--- src/rtl/controle_seq_if.sv ---
// rtl/controle_seq_if.sv - opcode handshake and control-word bundle for controle_seq
interface controle_seq_if #(
    parameter int SEL_W = 4,
    parameter int ULA_W = 4
);
    logic             op_valid;
    logic [2:0]       op;
    logic             op_ready;
    logic [SEL_W-1:0] tx;
    logic [SEL_W-1:0] ty;
    logic [SEL_W-1:0] tz;
    logic [ULA_W-1:0] tula;
    logic             busy;
    logic             done;
    logic             err;

    modport master (
        output op_valid, op,
        input  op_ready, tx, ty, tz, tula, busy, done, err
    );

    modport slave (
        input  op_valid, op,
        output op_ready, tx, ty, tz, tula, busy, done, err
    );
endinterface

--- src/rtl/controle_seq.sv ---
// rtl/controle_seq.sv - multi-cycle calculator control sequencer with registered control words
// Optional one-entry op buffer for gapless back-to-back ops: CONTROLE_QUEUE_EN.
module controle_seq #(
    parameter int SEL_W   = 4,
    parameter int ULA_W   = 4,
    parameter int SHIFT_N = 1
) (
    input  logic          clock,
    input  logic          reset,
    controle_seq_if.slave bus
);
    localparam int WORD_W = 3 * SEL_W + ULA_W;

    typedef enum logic {IDLE, EXEC} state_t;

    state_t              state, state_n;
    logic [3:0]          step, step_n;
    logic [3:0]          last, last_n;
    logic [WORD_W-1:0]   word, word_n;
    logic                busy_q, busy_n;
    logic                done_q, done_n;
    logic                err_q, err_n;
    logic                xfer;
    logic                legal;
`ifdef CONTROLE_QUEUE_EN
    logic                bufv, bufv_n;
    logic [2:0]          bufop, bufop_n;
`endif

    function automatic logic [WORD_W-1:0] word_of(input logic [2:0] o);
        logic [SEL_W-1:0] x, y, z;
        logic [ULA_W-1:0] u;
        x = '0;
        y = '0;
        z = '0;
        u = '0;
        case (o)
            3'b000: x = SEL_W'(1);
            3'b001: begin x = SEL_W'(1); y = SEL_W'(1); z = SEL_W'(2); end
            3'b010: begin y = SEL_W'(1); z = SEL_W'(2); end
            3'b011: begin x = SEL_W'(2); y = SEL_W'(3); z = SEL_W'(2); u = ULA_W'(1); end
            3'b100: begin x = SEL_W'(2); z = SEL_W'(1); end
            default: ;
        endcase
        return {x, y, z, u};
    endfunction

    // Index of the final step: SHIFTR repeats, everything else is a single word.
    function automatic logic [3:0] last_of(input logic [2:0] o);
        return (o == 3'b011) ? 4'(SHIFT_N - 1) : 4'd0;
    endfunction

`ifdef CONTROLE_QUEUE_EN
    assign bus.op_ready = (state == IDLE) || !bufv;
`else
    assign bus.op_ready = (state == IDLE);
`endif

    assign xfer  = bus.op_valid && bus.op_ready;
    assign legal = (bus.op <= 3'b100);

    always_comb begin
        state_n = state;
        step_n  = step;
        last_n  = last;
        word_n  = word;
        busy_n  = busy_q;
        done_n  = done_q;
        err_n   = 1'b0;
`ifdef CONTROLE_QUEUE_EN
        bufv_n  = bufv;
        bufop_n = bufop;
`endif
        case (state)
            IDLE: begin
                if (xfer) begin
                    if (legal) begin
                        state_n = EXEC;
                        step_n  = 4'd0;
                        last_n  = last_of(bus.op);
                        word_n  = word_of(bus.op);
                        busy_n  = 1'b1;
                        done_n  = (last_of(bus.op) == 4'd0);
                    end else begin
                        err_n = 1'b1;
                    end
                end
            end
            EXEC: begin
`ifdef CONTROLE_QUEUE_EN
                if (xfer) begin
                    if (legal) begin
                        bufv_n  = 1'b1;
                        bufop_n = bus.op;
                    end else begin
                        err_n = 1'b1;
                    end
                end
`endif
                if (step != last) begin
                    step_n = step + 4'd1;
                    done_n = ((step + 4'd1) == last);
                end else begin
`ifdef CONTROLE_QUEUE_EN
                    // An op taken on this very edge chains straight in as well.
                    if (bufv_n) begin
                        step_n = 4'd0;
                        last_n = last_of(bufop_n);
                        word_n = word_of(bufop_n);
                        done_n = (last_of(bufop_n) == 4'd0);
                        bufv_n = 1'b0;
                    end else
`endif
                    begin
                        state_n = IDLE;
                        step_n  = 4'd0;
                        word_n  = '0;
                        busy_n  = 1'b0;
                        done_n  = 1'b0;
                    end
                end
            end
            default: state_n = IDLE;
        endcase
    end

    always_ff @(posedge clock or posedge reset) begin
        if (reset) begin
            state  <= IDLE;
            step   <= 4'd0;
            last   <= 4'd0;
            word   <= '0;
            busy_q <= 1'b0;
            done_q <= 1'b0;
            err_q  <= 1'b0;
`ifdef CONTROLE_QUEUE_EN
            bufv   <= 1'b0;
            bufop  <= 3'b000;
`endif
        end else begin
            state  <= state_n;
            step   <= step_n;
            last   <= last_n;
            word   <= word_n;
            busy_q <= busy_n;
            done_q <= done_n;
            err_q  <= err_n;
`ifdef CONTROLE_QUEUE_EN
            bufv   <= bufv_n;
            bufop  <= bufop_n;
`endif
        end
    end

    assign bus.tx   = word[WORD_W-1 -: SEL_W];
    assign bus.ty   = word[WORD_W-SEL_W-1 -: SEL_W];
    assign bus.tz   = word[ULA_W +: SEL_W];
    assign bus.tula = word[ULA_W-1:0];
    assign bus.busy = busy_q;
    assign bus.done = done_q;
    assign bus.err  = err_q;
endmodule
--- src/flat_wrapper.sv ---
// flat-port wrapper written by rule: the top's interface ports become plain ports
module controle_seq_flat 
#(
    parameter int SEL_W   = 4,
    parameter int ULA_W   = 4,
    parameter int SHIFT_N = 1
)
  (clock, reset, bus_op_valid, bus_op, bus_op_ready, bus_tx, bus_ty, bus_tz, bus_tula, bus_busy, bus_done, bus_err);
  controle_seq_if #(.SEL_W(SEL_W), .ULA_W(ULA_W)) bus_i ();
  input  logic clock;
  input  logic reset;
  input wire logic [$bits(bus_i.op_valid)-1:0] bus_op_valid;
  input wire logic [$bits(bus_i.op)-1:0] bus_op;
  output wire logic [$bits(bus_i.op_ready)-1:0] bus_op_ready;
  output wire logic [$bits(bus_i.tx)-1:0] bus_tx;
  output wire logic [$bits(bus_i.ty)-1:0] bus_ty;
  output wire logic [$bits(bus_i.tz)-1:0] bus_tz;
  output wire logic [$bits(bus_i.tula)-1:0] bus_tula;
  output wire logic [$bits(bus_i.busy)-1:0] bus_busy;
  output wire logic [$bits(bus_i.done)-1:0] bus_done;
  output wire logic [$bits(bus_i.err)-1:0] bus_err;
  assign bus_i.op_valid = bus_op_valid;
  assign bus_i.op = bus_op;
  assign bus_op_ready = bus_i.op_ready;
  assign bus_tx = bus_i.tx;
  assign bus_ty = bus_i.ty;
  assign bus_tz = bus_i.tz;
  assign bus_tula = bus_i.tula;
  assign bus_busy = bus_i.busy;
  assign bus_done = bus_i.done;
  assign bus_err = bus_i.err;
  controle_seq #(.SEL_W(SEL_W), .ULA_W(ULA_W), .SHIFT_N(SHIFT_N)) u_core (.clock(clock), .reset(reset), .bus(bus_i));
endmodule
--- config.mk ---
export PLATFORM = sky130hd
export DESIGN_NAME = controle_seq_flat
export DESIGN_NICKNAME = d
export VERILOG_FILES = /design/src/rtl/controle_seq_if.sv /design/src/rtl/controle_seq.sv /design/src/flat_wrapper.sv
export SDC_FILE = /design/constraint.sdc
export NUM_CORES = 1
export LEC_CHECK = 0
export BUFFER_PORTS_ARGS = -buffer_cell sky130_fd_sc_hd__buf_2
export CORE_MARGIN = 5
export CORE_UTILIZATION = 49
export CTS_CLUSTER_SIZE = 40
export DETAILED_ROUTE_END_ITERATION = 8
export MAX_ROUTING_LAYER = met4
export PLACE_DENSITY = 0.75
export SYNTH_ARGS = -nofsm -noshare
export SYNTH_HDL_FRONTEND = slang
export SYNTH_SLANG_ARGS = --single-unit
--- constraint.sdc ---
create_clock -name clock -period 2.1 [get_ports clock]
set_input_delay 0.42 -clock clock [delete_from_list [all_inputs] [get_ports clock]]
set_output_delay 0.42 -clock clock [all_outputs]
set_load 0.1 [all_outputs]
After elaboration in Yosys (flattened, before gate mapping) --
Index checks and enable logic that the tools add are counted.
Storage, ports and cells: output and inout bits 20, logic and storage cells 51, input bits 6, flip-flop bits (word level) 24
Operators by class: add/subtract/negate cells 1, order comparisons 1, muxes and demuxes 25, reductions and logical operators 10, eq/ne operators 7, bitwise operators 1
Operators with widths (count):
- $mux 16 | 3
- $pmux 16 s2 | 1
- $mux 4 | 3
- $pmux 2 s2 | 3
- $mux 1 | 11
- $pmux 4 s2 | 1
- $eq 3x2->1 const B | 2
- $ne 2x2->1 const B | 3
- $pmux 1 s2 | 3
- $reduce_or 2->1 | 3
- $add 4x1->4 const B | 1
- $logic_not 4->1 | 1
- $reduce_bool 4->1 | 1
- $eq 3x1->1 const B | 1
- $eq 3x3->1 const B | 1
- $le 3x3->1 const B | 1
- $logic_not 3->1 | 1
- $reduce_and 3->1 | 1
- $reduce_or 3->1 | 1
- $reduce_and 2->1 | 1
- $logic_and 1x1->1 | 1
- $not 1->1 | 1

Logic depth before layout (Yosys ltp) --
depth after elaboration 6, mapped depth 6, depth with buffers taken out 5

Worst setup path after synthesis --
No wires, ideal clock.
path kind register to output, from register u_core.word[9], to output bus_ty[1], stages on the path, launching flop included 2, data arrival time 1355 ps, path buffers 1, data required time 1680 ps, setup slack 325 ps, cells stage by stage dfrtp_1 buf_4
RTL lines:
- start, declared | line controle_seq.sv:19 | logic [WORD_W-1:0] word, word_n;
- start signal, assigned | line controle_seq.sv:144 | word <= word_n;
- end, declared | line flat_wrapper.sv:16 | output wire logic [$bits(bus_i.ty)-1:0] bus_ty;
No word-level cell between the ends.

Worst setup path in the final report --
from register u_core.state, to output bus_op_ready
On the way: cells in the longest elaborated chain, start to end 1
Ends and longest elaborated chain:
- start, declared | line controle_seq.sv:16 | state_t state, state_n;
- start signal, assigned | line controle_seq.sv:141 | state <= state_n;
- $not 1->1
- end, declared | line flat_wrapper.sv:14 | output wire logic [$bits(bus_i.op_ready)-1:0] bus_op_ready;
No other way between the ends.

==> flow_summary.toml <==
[power_and_ir_drop]
power_density_nw_per_um2 = 857
combPwrFrac_pct = 38.3
clkPwrFrac_pct = 23.8
power_frac_seq_pct = 37.9
ir_drop_v = 0.000468
intPower_w = 0.000429
p_sw_w = 0.000358
p_total_w = 0.000787
switching_share_pct = 45.4
power_leakage_nw = 0.456

[floorplanning]
rows = 15
top_level_ports = 26
start_util_pct = 50.2
die_area_sq_um = 2640
die_x_um = 51.4
die_h_um = 51.4
core_area_sq_um = 1670

[routing]
post-route-drc-count = 0
firstDrtPassIters = 3
wl_per_cell_um = 13.1
vias = 638
vias_per_cell = 5.19
routed_wl_mm = 1.61
drt-initial-drc-count = 5
antenna_left = 0

[timing]
final_max_slew_viol_count = 0
hold_viol = 0
tightest_slew_ns = 0.524
setup_viol = 0
fin_crit_sh_pct = 80.6
timing.setup.tns_ns = 0
fmax_mhz = 591
clock_skew_ns = 0.00109
grt_setup_unrepaired = "false"
min_period_ns = 1.69
relSlewSlack_pct = 65.1
worst_slack_ns = 0.408

[placement]
place_inst = 119
hpwlAfterDp_mm = 1.25
place_congestion = 0.829
port_buffers = 16
place_ws_ns = 0.482

[worst_hold_path]
worstHoldPathType = "in -> async"

[grt]
grt_pass1_vias = 629
grt_overflow = 0
grt_max_degree = 18
grt_use_total_pct = 14.6
grt_pass1_wl_mm = 2.76
antenna_found_initial = 0

[cts]
path_clk_slew_ns = 0.08
clock_latency_ns = 0.27
hold_buffers = 0
htreeDepth = 1
ctsResizeCount = 0
cts_tree = "yes"
cts.sinks = 14
cts_buffers = 3
post_cts_buffers = 0
ctsLongestPathBuffers = 2
root_buffer = "clkbuf_4"

[logic_synthesis]
syn_area_sq_um = 838
synth_edf_count = 0
yosys_warnings = 0
syn_area_per_cell_sq_um = 9.31
synth_cell_type_count = 32
async_reset_ff_share_pct = 100
ys_ff_latch = 14
synth_top_flop_cell = "dfrtp_1"
synth_seq_area_share_pct = 41.8
netlist_instances = 90

[worst_setup_path]
cp-end-kind = "output pin"
worstPathArrival_ns = 1.27
crit_fanout = 6
path_class = "reg -> out"
required_ns = 1.68
critPathLaunchType = "flip-flop"

[run]
cap_violations = 0

[cells_and_area]
drive_gt1_share_pct = 22.6
syn_to_final_growth_pct = 9.55
instances_no_fill = 123
insertedDiodeCount = 0
fillCellCount = 166
nets = 116

[outcome]
status = "finished clean"
[layout make-up]
class	count	area, sq um	share of cell area [%]
Multi-Input combinational cell	60	382	41.6
Sequential cell	14	350	38.1
Timing Repair Buffer	17	87.6	9.54
Inverter	11	41.3	4.50
Clock buffer	4	36.3	3.95
Tap cell	17	21.3	2.32
[placed cells by master (no fill, tap or decap)]
cell       n
a31o_2     1
nand2_1    3
inv_1     11
a211o_1    1
o211ai_1   5
a32oi_1    1
and2_1     2
clkbuf_4   3
nand3_1    6
buf_4      1
clkbuf_8   1
nor2_1     1
xnor2_1    1
a22oi_2    1
o32ai_1    1
conb_1     9
a21oi_1    6
dfrtp_1   14
nor3b_2    1
or3_1      2
nand4_1    1
nor3b_1    2
or3b_1     1
ha_1       3
and3b_1    1
a21o_1     1
o21ai_1    5
nand2b_1   1
or2_1      1
mux2i_1    1
buf_2     16
o21ai_0    2
[flip-flops by register name, summed over array words and instances (netlist names)]
name	cells
u_core.word	6
u_core.bus.err	1
u_core.state	1
u_core.step	4
u_core.bus.done	1
u_core.bus.busy	1
[power groups by stage]
stage	Sequential (W)	Combinational, W	Clock, W
finish	0.000298	0.000302	0.000187
global route	0.000302	0.000314	0.000217
CTS	0.000299	0.000303	0.000196
detailed placement	0.000305	0.000303	0
global placement	0.000303	0.000302	0
floorplan	0.000429	0.000149	0
[per-layer routing]
layer  track usage [%]  wire length, um
met3              3.79               64
met5                 -                0
met4              3.93                0
met1              17.2              764
met2              24.6              780
[cells by family after synthesis]
logic type	count (synthesis)	synth area share [%]
mux	1	1.19
simple gates	22	16.0
xor+xnor	1	1.04
flops	14	41.8
buf+inv	24	16.3
other cells	1	0.447
compound gates	24	18.8
fa+ha+maj	3	4.48
[through the flow]
step | cell area (sq um) | utilization, % | hold WS (ns)
after global routing | 918 | 55.0 | 0.212
after CTS | 918 | 55.0 | 0.195
after floorplan | 868 | - | 0.309
after detailed placement | 882 | 52.8 | 0.497
after global placement | 882 | 52.8 | 0.485
final | 918 | 55.0 | 0.168
[worst max-delay path, stage by stage, from the launching register on]
cell,delay [ns]
dfrtp_1,0.38
inv_1,0.16
buf_2,0.46
[cell usage after synthesis, types with 2 or more instances]
cell type / count / area share (%)
buf_4: 10 / 9.0
o21ai_0: 2 / 1.2
and2_1: 2 / 1.5
inv_1: 11 / 4.9
or3_1: 2 / 1.5
o211ai_1: 5 / 4.5
dfrtp_1: 14 / 42
nor3b_1: 2 / 1.8
nand3_1: 6 / 3.6
a21oi_1: 6 / 3.6
o21ai_1: 5 / 3.0
ha_1: 3 / 4.5
nand2_1: 3 / 1.3
[worst paths after layout]
check	slack [ns]	to	start	cells past startpoint
setup / recovery	0.41	bus_op_ready	u_core.state	2
hold / removal	0.17	u_core.word[8]	reset	2
setup reg to reg	0.46	u_core.word[12]	u_core.step[0]	5
min in group clock	0.47	u_core.bus.err	bus_op_valid	2
max in group asynchronous	1.58	u_core.step[0]	reset	2
hold reg to reg	0.51	u_core.bus.busy	u_core.bus.busy	2
(Power assumes the default switching activity.)
